--- config.mk ---
export PLATFORM = sky130hd
export DESIGN_NAME = gbp_update_sched
export DESIGN_NICKNAME = d
export VERILOG_FILES = /design/src/rtl/gbp_update_sched.sv
export SDC_FILE = /design/constraint.sdc
export NUM_CORES = 1
export LEC_CHECK = 0
export ABC_CLOCK_PERIOD_IN_PS = 5950
export CORE_MARGIN = 10
export CORE_UTILIZATION = 40
export DETAILED_ROUTE_END_ITERATION = 10
export MAX_ROUTING_LAYER = met4
export PLACE_DENSITY_LB_ADDON = 0.1
export SYNTH_ARGS = -nofsm -noshare
export SYNTH_HDL_FRONTEND = slang
export SYNTH_SLANG_ARGS = --single-unit
export TNS_END_PERCENT = 50
--- constraint.sdc ---
create_clock -name clk_i -period 5.95 [get_ports clk_i]
set_input_delay 1.785 -clock clk_i [delete_from_list [all_inputs] [get_ports clk_i]]
set_output_delay 1.785 -clock clk_i [all_outputs]
set_load 0.1 [all_outputs]
--- src/rtl/gbp_update_sched.sv ---
// -----------------------------------------------------------------------------
// gbp_update_sched
//
// Sits in front of the global branch predictor update port.
//  - Round-robin arbitration of resolved-branch updates from NR_REQ requesters
//    into a DEPTH-entry in-order FIFO; the head drives the predictor port.
//  - Predictor flush is a row-by-row clear walk (one row per cycle over
//    NR_ROWS cycles). The FIFO is discarded when the flush starts.
//  - In debug mode, queued updates are popped and discarded instead of issued.
//
// Ports:
//  clk_i, rst_ni              clock, asynchronous active-low reset
//  flush_req_i                start / restart the clear walk
//  debug_mode_i               core is in debug mode (discard updates)
//  upd_valid_i/upd_ready_o    per-requester handshake (ready is one-hot or 0)
//  upd_pc_i/upd_taken_i       per-requester payload, requester i at [i*VLEN+:VLEN]
//  bht_upd_valid_o/_ready_i   predictor update handshake
//  bht_upd_pc_o/_taken_o      FIFO head payload
//  clr_valid_o/clr_row_o      row clear strobe and row index during the walk
//  busy_o                     clear walk in progress
//  drop_cnt_o                 saturating count of discarded updates
// -----------------------------------------------------------------------------
module gbp_update_sched #(
  parameter int unsigned VLEN     = 64,
  parameter int unsigned NR_REQ   = 2,
  parameter int unsigned DEPTH    = 4,
  parameter int unsigned NR_ROWS  = 512,
  parameter int unsigned ROW_BITS = $clog2(NR_ROWS)
) (
  input  logic                     clk_i,
  input  logic                     rst_ni,
  input  logic                     flush_req_i,
  input  logic                     debug_mode_i,
  input  logic [NR_REQ-1:0]        upd_valid_i,
  output logic [NR_REQ-1:0]        upd_ready_o,
  input  logic [NR_REQ*VLEN-1:0]   upd_pc_i,
  input  logic [NR_REQ-1:0]        upd_taken_i,
  output logic                     bht_upd_valid_o,
  input  logic                     bht_upd_ready_i,
  output logic [VLEN-1:0]          bht_upd_pc_o,
  output logic                     bht_upd_taken_o,
  output logic                     clr_valid_o,
  output logic [ROW_BITS-1:0]      clr_row_o,
  output logic                     busy_o,
  output logic [15:0]              drop_cnt_o
);

  localparam int unsigned PTR_W = $clog2(DEPTH);
  localparam int unsigned RR_W  = (NR_REQ > 1) ? $clog2(NR_REQ) : 1;

  typedef enum logic {
    ST_RUN,
    ST_FLUSH
  } state_e;

  typedef struct packed {
    logic [VLEN-1:0] pc;
    logic            taken;
  } entry_t;

  state_e              state_q, state_d;
  logic [ROW_BITS-1:0] row_q, row_d;
  logic [RR_W-1:0]     rr_q, rr_d;
  entry_t              mem_q [DEPTH];
  entry_t              mem_d [DEPTH];
  logic [PTR_W-1:0]    wr_ptr_q, wr_ptr_d;
  logic [PTR_W-1:0]    rd_ptr_q, rd_ptr_d;
  logic [PTR_W:0]      count_q, count_d;
  logic [15:0]         drop_q, drop_d;

  logic                run;
  logic                empty;
  logic                full;
  logic                found;
  logic [RR_W-1:0]     grant_idx;
  logic                push;
  logic                issue_pop;
  logic                dbg_pop;
  logic                pop;
  entry_t              push_entry;
  entry_t              head;
  logic [16:0]         drop_sum;

  assign run   = (state_q == ST_RUN);
  assign empty = (count_q == '0);
  assign full  = (count_q == (PTR_W+1)'(DEPTH));
  assign head  = mem_q[rd_ptr_q];

  // Round-robin search starting at rr_q; first asserted valid wins.
  always_comb begin
    // NOTE: every combinational output gets a default first so no path
    // leaves it unassigned and a latch is never inferred.
    found     = 1'b0;
    grant_idx = '0;
    for (int k = 0; k < NR_REQ; k++) begin
      if (!found && upd_valid_i[(int'(rr_q) + k) % NR_REQ]) begin
        found     = 1'b1;
        grant_idx = RR_W'((int'(rr_q) + k) % NR_REQ);
      end
    end
  end

  // No full-bypass: a full FIFO refuses pushes even if it pops this cycle.
  // A flush request also blocks the push since the FIFO is being discarded.
  assign push = run && !flush_req_i && !full && found;

  always_comb begin
    upd_ready_o = '0;
    if (push) upd_ready_o[grant_idx] = 1'b1;
  end

  assign push_entry.pc    = upd_pc_i[grant_idx*VLEN +: VLEN];
  assign push_entry.taken = upd_taken_i[grant_idx];

  assign bht_upd_valid_o = run && !empty && !debug_mode_i;
  assign bht_upd_pc_o    = head.pc;
  assign bht_upd_taken_o = head.taken;
  assign issue_pop       = bht_upd_valid_o && bht_upd_ready_i;
  assign dbg_pop         = run && !empty && debug_mode_i;
  assign pop             = issue_pop || dbg_pop;

  assign clr_valid_o = (state_q == ST_FLUSH);
  assign busy_o      = (state_q == ST_FLUSH);
  assign clr_row_o   = row_q;
  assign drop_cnt_o  = drop_q;

  // FIFO, pointer and drop counter next state.
  always_comb begin
    mem_d    = mem_q;
    wr_ptr_d = wr_ptr_q;
    rd_ptr_d = rd_ptr_q;
    count_d  = count_q;
    rr_d     = rr_q;
    drop_sum = {1'b0, drop_q};

    if (flush_req_i) begin
      // Discard everything; keep the read pointer so the head output holds.
      wr_ptr_d = rd_ptr_q;
      count_d  = '0;
      drop_sum = drop_sum + 17'(count_q);
    end else begin
      if (push) begin
        mem_d[wr_ptr_q] = push_entry;
        wr_ptr_d        = wr_ptr_q + PTR_W'(1);
        rr_d            = RR_W'((int'(grant_idx) + 1) % NR_REQ);
      end
      if (pop) rd_ptr_d = rd_ptr_q + PTR_W'(1);
      if (dbg_pop) drop_sum = drop_sum + 17'd1;
      count_d = count_q + {{PTR_W{1'b0}}, push} - {{PTR_W{1'b0}}, pop};
    end

    drop_d = drop_sum[16] ? 16'hFFFF : drop_sum[15:0];
  end

  // Run / flush-walk state machine.
  always_comb begin
    state_d = state_q;
    row_d   = row_q;
    unique case (state_q)
      ST_RUN: begin
        if (flush_req_i) begin
          state_d = ST_FLUSH;
          row_d   = '0;
        end
      end
      ST_FLUSH: begin
        if (flush_req_i) begin
          row_d = '0;
        end else if (row_q == ROW_BITS'(NR_ROWS - 1)) begin
          state_d = ST_RUN;
          row_d   = '0;
        end else begin
          row_d = row_q + ROW_BITS'(1);
        end
      end
      default: begin
        state_d = ST_RUN;
        row_d   = '0;
      end
    endcase
  end

  always_ff @(posedge clk_i or negedge rst_ni) begin
    if (!rst_ni) begin
      state_q  <= ST_RUN;
      row_q    <= '0;
      rr_q     <= '0;
      wr_ptr_q <= '0;
      rd_ptr_q <= '0;
      count_q  <= '0;
      drop_q   <= '0;
      // NOTE: the FIFO storage is reset so the head outputs read 0 out of
      // reset; it is only DEPTH entries, so the reset fan-out is small.
      mem_q    <= '{default: '0};
    end else begin
      // NOTE: sequential state uses non-blocking assignments so every flop
      // samples its _d value from before the edge.
      state_q  <= state_d;
      row_q    <= row_d;
      rr_q     <= rr_d;
      wr_ptr_q <= wr_ptr_d;
      rd_ptr_q <= rd_ptr_d;
      count_q  <= count_d;
      drop_q   <= drop_d;
      mem_q    <= mem_d;
    end
  end

endmodule

# ---- Word-level counts from Yosys, hierarchy flattened
# Index checks and enable logic that the tools add are counted.
dict set report word_totals {
  output_inout_bits 95
  elab_cells 93
  input_bits 137
  ff_bits 294
}
dict set report classes {
  n_reduce_logical 21
  order_cmp 7
  n_eq_ne 3
  mux 33
  bitwise_logic 4
  addsub 9
  shifts 1
}
# operator count
set ops {}
lappend ops {{bitwise mux 260 bit} 1}
lappend ops {{2-to-1 mux 65 bit} 3}
lappend ops {{binary-select mux 65 bit (select 2 bit)} 1}
lappend ops {{demux 65 bit (select 2 bit)} 1}
lappend ops {{variable part select 128 x 8 -> 64 bit} 1}
lappend ops {{2-to-1 mux 17 bit} 2}
lappend ops {{2-to-1 mux 9 bit} 3}
lappend ops {{one-hot mux 9 bit (2 select lines)} 1}
lappend ops {{adder 16 x 1 -> 17 bit (second input constant)} 1}
lappend ops {{adder 16 x 3 -> 17 bit} 1}
lappend ops {{2-to-1 mux 16 bit} 1}
lappend ops {{2-to-1 mux 1 bit} 14}
lappend ops {{logical AND 1 bit} 10}
lappend ops {{adder 9 x 1 -> 9 bit (second input constant)} 1}
lappend ops {{== test 9 bit (second input constant)} 1}
lappend ops {{>= comparator 3 bit (second input constant)} 2}
lappend ops {{less-than comparator 1 x 2 -> 1 bit (second input constant)} 3}
lappend ops {{2-to-1 mux 2 bit} 3}
lappend ops {{inverter 2 -> 3 bit} 2}
lappend ops {{logical NOT 1 bit} 5}
lappend ops {{adder 2 x 1 -> 2 bit (second input constant)} 2}
lappend ops {{AND reduction 2 bit} 2}
lappend ops {{adder 3 x 1 -> 3 bit} 1}
lappend ops {{== test 3 bit (second input constant)} 1}
lappend ops {{other kinds (13)} 15}

# ---- Depth between registers and ports, before layout
dict set report depth {
  depth_word 11
  ltp_mapped 13
  mapped_depth_nobuf 11
}

# ---- Worst setup path before layout
# Ideal clock, no wire load.
dict set report synth_path {
  path_type {in2out}
  from {input upd_valid_i[0]}
  to {output upd_ready_o[1]}
  path_stages 5
  t_required_ps 4165
  arrival_time_ps 4638
  slack_ps -473
  n_path_buf 2
  path_cell_list {inv_1 -> o21ai_1 -> buf_4 -> clkbuf_1 -> a211oi_1}
}
dict set report synth_via {
  elab_chain_cells 11
  word_cells_on_any_way 17
  cone_classes {order compare: 2; mux: 11; reduce/logical: 4}
}
# item line_no
set synth_lines {}
lappend synth_lines {{start, declared} 34} ;# input logic [NR_REQ-1:0] upd_valid_i,
lappend synth_lines {{2-to-1 mux 1 bit (implied by the code) (2 in series)} 96} ;# if (!found && upd_valid_i[(int'(rr_q) + k) % NR_REQ]) begin
lappend synth_lines {{2-to-1 mux 1 bit} 96}
lappend synth_lines {{logical NOT 1 bit} 96}
lappend synth_lines {{logical AND 1 bit} 96}
lappend synth_lines {{2-to-1 mux 1 bit} 96}
lappend synth_lines {{less-than comparator 1 x 2 -> 1 bit (implied by the code) / >= comparator 1 bit (equally long branches)} 109} ;# if (push) upd_ready_o[grant_idx] = 1'b1;
lappend synth_lines {{logical AND 1 bit (implied by the code)} 109}
lappend synth_lines {{2-to-1 mux 1 bit (implied by the code)} 109}
lappend synth_lines {{demux 1 bit (select 1 bit)} 109}
lappend synth_lines {{2-to-1 mux 2 bit *} 109}
lappend synth_lines {{end, declared} 35} ;# output logic [NR_REQ-1:0] upd_ready_o,
# Every way passes the cells marked *; elsewhere a longest branch is shown, timed or not. The select of a mux whose other input is x is not followed.

# ---- Worst setup path after layout
dict set report layout_path {
  from {input flush_req_i}
  to {output upd_ready_o[0]}
}
dict set report layout_via {
  elab_chain_cells 5
}
# item line_no
set layout_lines {}
lappend layout_lines {{start, declared} 32} ;# input logic flush_req_i,
lappend layout_lines {{logical NOT 1 bit} 105} ;# assign push = run && !flush_req_i && !full && found;
lappend layout_lines {{logical AND 1 bit (3 in series)} 105}
lappend layout_lines {{2-to-1 mux 2 bit} 109}
# Every way passes these cells.

==> flow_metrics.tcl <==
set metrics [dict create \
    status "finished, final reports clean" \
    antenna_found_initial 0 \
    ctsResizeCount 0 \
    rows 71 \
    ys.flop_type "dfrtp_1" \
    cp-start-kind "primary input" \
    hold_violations 0 \
    hold_path.class "reg2reg" \
    rsz0062_at_grt "no" \
    dp.cells 1660 \
    area_growth_pct 23.9 \
    port_buffers 231 \
    pwr-share-seq 0.449 \
    start_util 0.405 \
    yosysSeqAreaShare 0.482 \
    ys_types 56 \
    cts_root_buf "clkbuf_16" \
    r2r_end "mem_q[68]$_DFFE_PN0P_" \
    clk_latency_ns 0.51 \
    drc_errors 0 \
    post-route-min-period_ns 5.09 \
    clkPwrFrac 0.457 \
    drive_gt1_frac 0.412 \
    worstMarginPinSlew_ns 1.05 \
    grt_pass1_wl_um 58800 \
    final_cell_area_um2 18900 \
    p_leak_nw 8.40 \
    gp_congestion 0.777 \
    worstPathArrival_ns 3.30 \
    ys_top_cells_by_count "dfrtp_1, mux2_4, mux2_2" \
    ys.warnings.count 0 \
    whs_endpoint "mem_q[2]$_DFFE_PN0P_" \
    max_freq_ghz 0.197 \
    min_from "mem_q[2]$_DFFE_PN0P_" \
    drt_iter0_markers 403 \
    drtAntennaViolNets 0 \
    dieHeight_um 215 \
    dpl.hpwl_um 23200 \
    r2r-start "busy_o$_DFF_PN0_" \
    track_usage 0.161 \
    ir_drop_uv 173 \
    clock_path_buffers 3 \
    r2r_setup_slack_ns 3.21 \
    clk_pin_slew_worst_paths_ns 0.05 \
    coreArea_um2 37700 \
    synth-seq-cells 294 \
    internal_power_w 0.00345 \
    totalWireLength_um 36200 \
    setup_violations 0 \
    syn_inst 960 \
    p_per_area_nw_per_um2 241 \
    synth.avg_cell_area_um2 15.9 \
    postCtsHoldBufs 0 \
    fill_cells 3275 \
    io_pins 232 \
    syn-cell-area_um2 15300 \
    clock_skew_ns 0.00766 \
    cp-end-kind "output pin" \
    postCtsSetupRepairBufs 0 \
    synth_enable_flop_cells 0 \
    finalNonFillerCells 1719 \
    synth_top_area_share 0.482 \
    cts_tree "built" \
    switching_power_w 0.00110 \
    synth.largest_area_cell "dfrtp_1" \
    post_drt_wl_per_cell_um 21.1 \
    async_flop_share 1.00 \
    tns_ns 0 \
    r2r_cells 6 \
    yosys.cell_count.top_type "dfrtp_1" \
    grt_max_degree 129 \
    power_frac_comb 0.094 \
    synth_fp_nets 1111 \
    num-nets-final 1337 \
    worst-setup-path-type "in2out" \
    p_sw_frac 0.243 \
    place_area_um2 17800 \
    gr-total-overflow 0 \
    finalCritPeriodShare 0.855 \
    grt_pass1_vias 9901 \
    slew_headroom 0.298 \
    die_x_um 215 \
    dr.pass1.iters 4 \
    cts-buffers-inserted 35 \
    slew_violations 0 \
    vias 8811 \
    routed_via_density 5.13 \
    synth_area_leaders "dfrtp_1, mux2_4, mux4_2" \
    die_area_um2 46400 \
    diodes 0 \
    cts.sinks 294 \
    crit_required_ns 4.16 \
    holdPathStages 1 \
    crit_fanout 8 \
    h-tree-depth 2 \
    cap_violations 0 \
]
==> worst max-delay path, stage by stage <==
cell	delay, ns
clkdlybuf4s50_1	0.42
or2_1	0.35
a21oi_2	0.17
o21a_4	0.20
and2_1	0.19
buf_12	0.18
==> state kept, by name, summed over array words and instances, names as in the netlist <==
name	count
mem_q	260
drop_cnt_o	16
clr_row_o	9
count_q	3
rd_ptr_q	2
wr_ptr_q	2
busy_o	1
rr_q	1
==> cell families (layout without fill, tap and decap cells) <==
kind of cell | count (synthesis) | count (layout) | synth area share
simple gates | 105 | 105 | 0.0355
mux | 396 | 396 | 0.389
compound gates | 69 | 69 | 0.0280
buf+inv | 71 | 319 | 0.0463
fa+ha+maj | 14 | 14 | 0.0125
flops | 294 | 294 | 0.482
xor+xnor | 11 | 11 | 0.00631
==> routing by layer <==
metal / share of wire / vias up / global-route usage
met5: 0 / - / -
met4: 0.015 / 0 / 0.0350
met3: 0.042 / 47 / 0.0327
met2: 0.46 / 185 / 0.239
met1: 0.49 / 4579 / 0.224
li1: - / 4000 / -
==> power groups by stage <==
stage / Combinational (W) / Sequential [W] / Clock (W)
after detailed placement: 0.000434 / 0.00208 / 0
after floorplan: 0.000148 / 0.00215 / 0
after CTS: 0.000436 / 0.00204 / 0.00215
final: 0.000426 / 0.00204 / 0.00208
after global placement: 0.000431 / 0.00208 / 0
after global routing: 0.000462 / 0.00205 / 0.00222
==> through the flow <==
stage / util / setup slack [ns] / power [W] / hold WS [ns]
6_report: 0.502 / 0.863 / 0.00455 / 0.497
4_1_cts: 0.502 / 0.862 / 0.00463 / 0.504
5_1_grt: 0.502 / 0.773 / 0.00473 / 0.510
2_1_floorplan: - / 0.317 / 0.00230 / 0.475
3_5_place_dp: 0.472 / 0.879 / 0.00251 / 0.488
3_3_place_gp: 0.472 / 0.906 / 0.00251 / 0.485
==> cell usage in the layout, fill, tap and decap left out, types with 9 or more instances in the layout <==
| cell | count |
|---|---|
| o21ai_0 | 25 |
| nand2_1 | 33 |
| buf_12 | 9 |
| mux2_2 | 129 |
| nor2_1 | 19 |
| a21oi_1 | 18 |
| buf_4 | 27 |
| mux4_2 | 65 |
| clkbuf_8 | 10 |
| mux2_4 | 200 |
| clkdlybuf4s50_1 | 213 |
| clkbuf_16 | 37 |
| ha_1 | 12 |
| dfrtp_1 | 292 |
| inv_1 | 10 |
| nor3_1 | 9 |
==> worst max path at each step <==
| stage | startpoint | to | depth (start not counted) |
|---|---|---|---|
| 2_1_floorplan | debug_mode_i | bht_upd_valid_o | 1 |
| 3_3_place_gp | flush_req_i | upd_ready_o[0] | 6 |
| 3_5_place_dp | flush_req_i | upd_ready_o[0] | 6 |
| 4_1_cts | rd_ptr_q[0]$_DFFE_PN0P_ | bht_upd_pc_o[49] | 3 |
| 5_1_grt | rd_ptr_q[0]$_DFFE_PN0P_ | bht_upd_pc_o[48] | 3 |
| 6_report | flush_req_i | upd_ready_o[0] | 6 |
==> final cells by class <==
type | instances | area, µm² | share of cell area
clock buffer | 54 | 1090 | 0.0577
timing repair buffer | 250 | 2530 | 0.134
clock inverter | 5 | 27.5 | 0.00146
inverter | 10 | 37.5 | 0.00199
multi-input combinational | 595 | 7210 | 0.382
tap | 511 | 639 | 0.0338
sequential | 294 | 7360 | 0.390
Power figures use the tool's default switching activity.
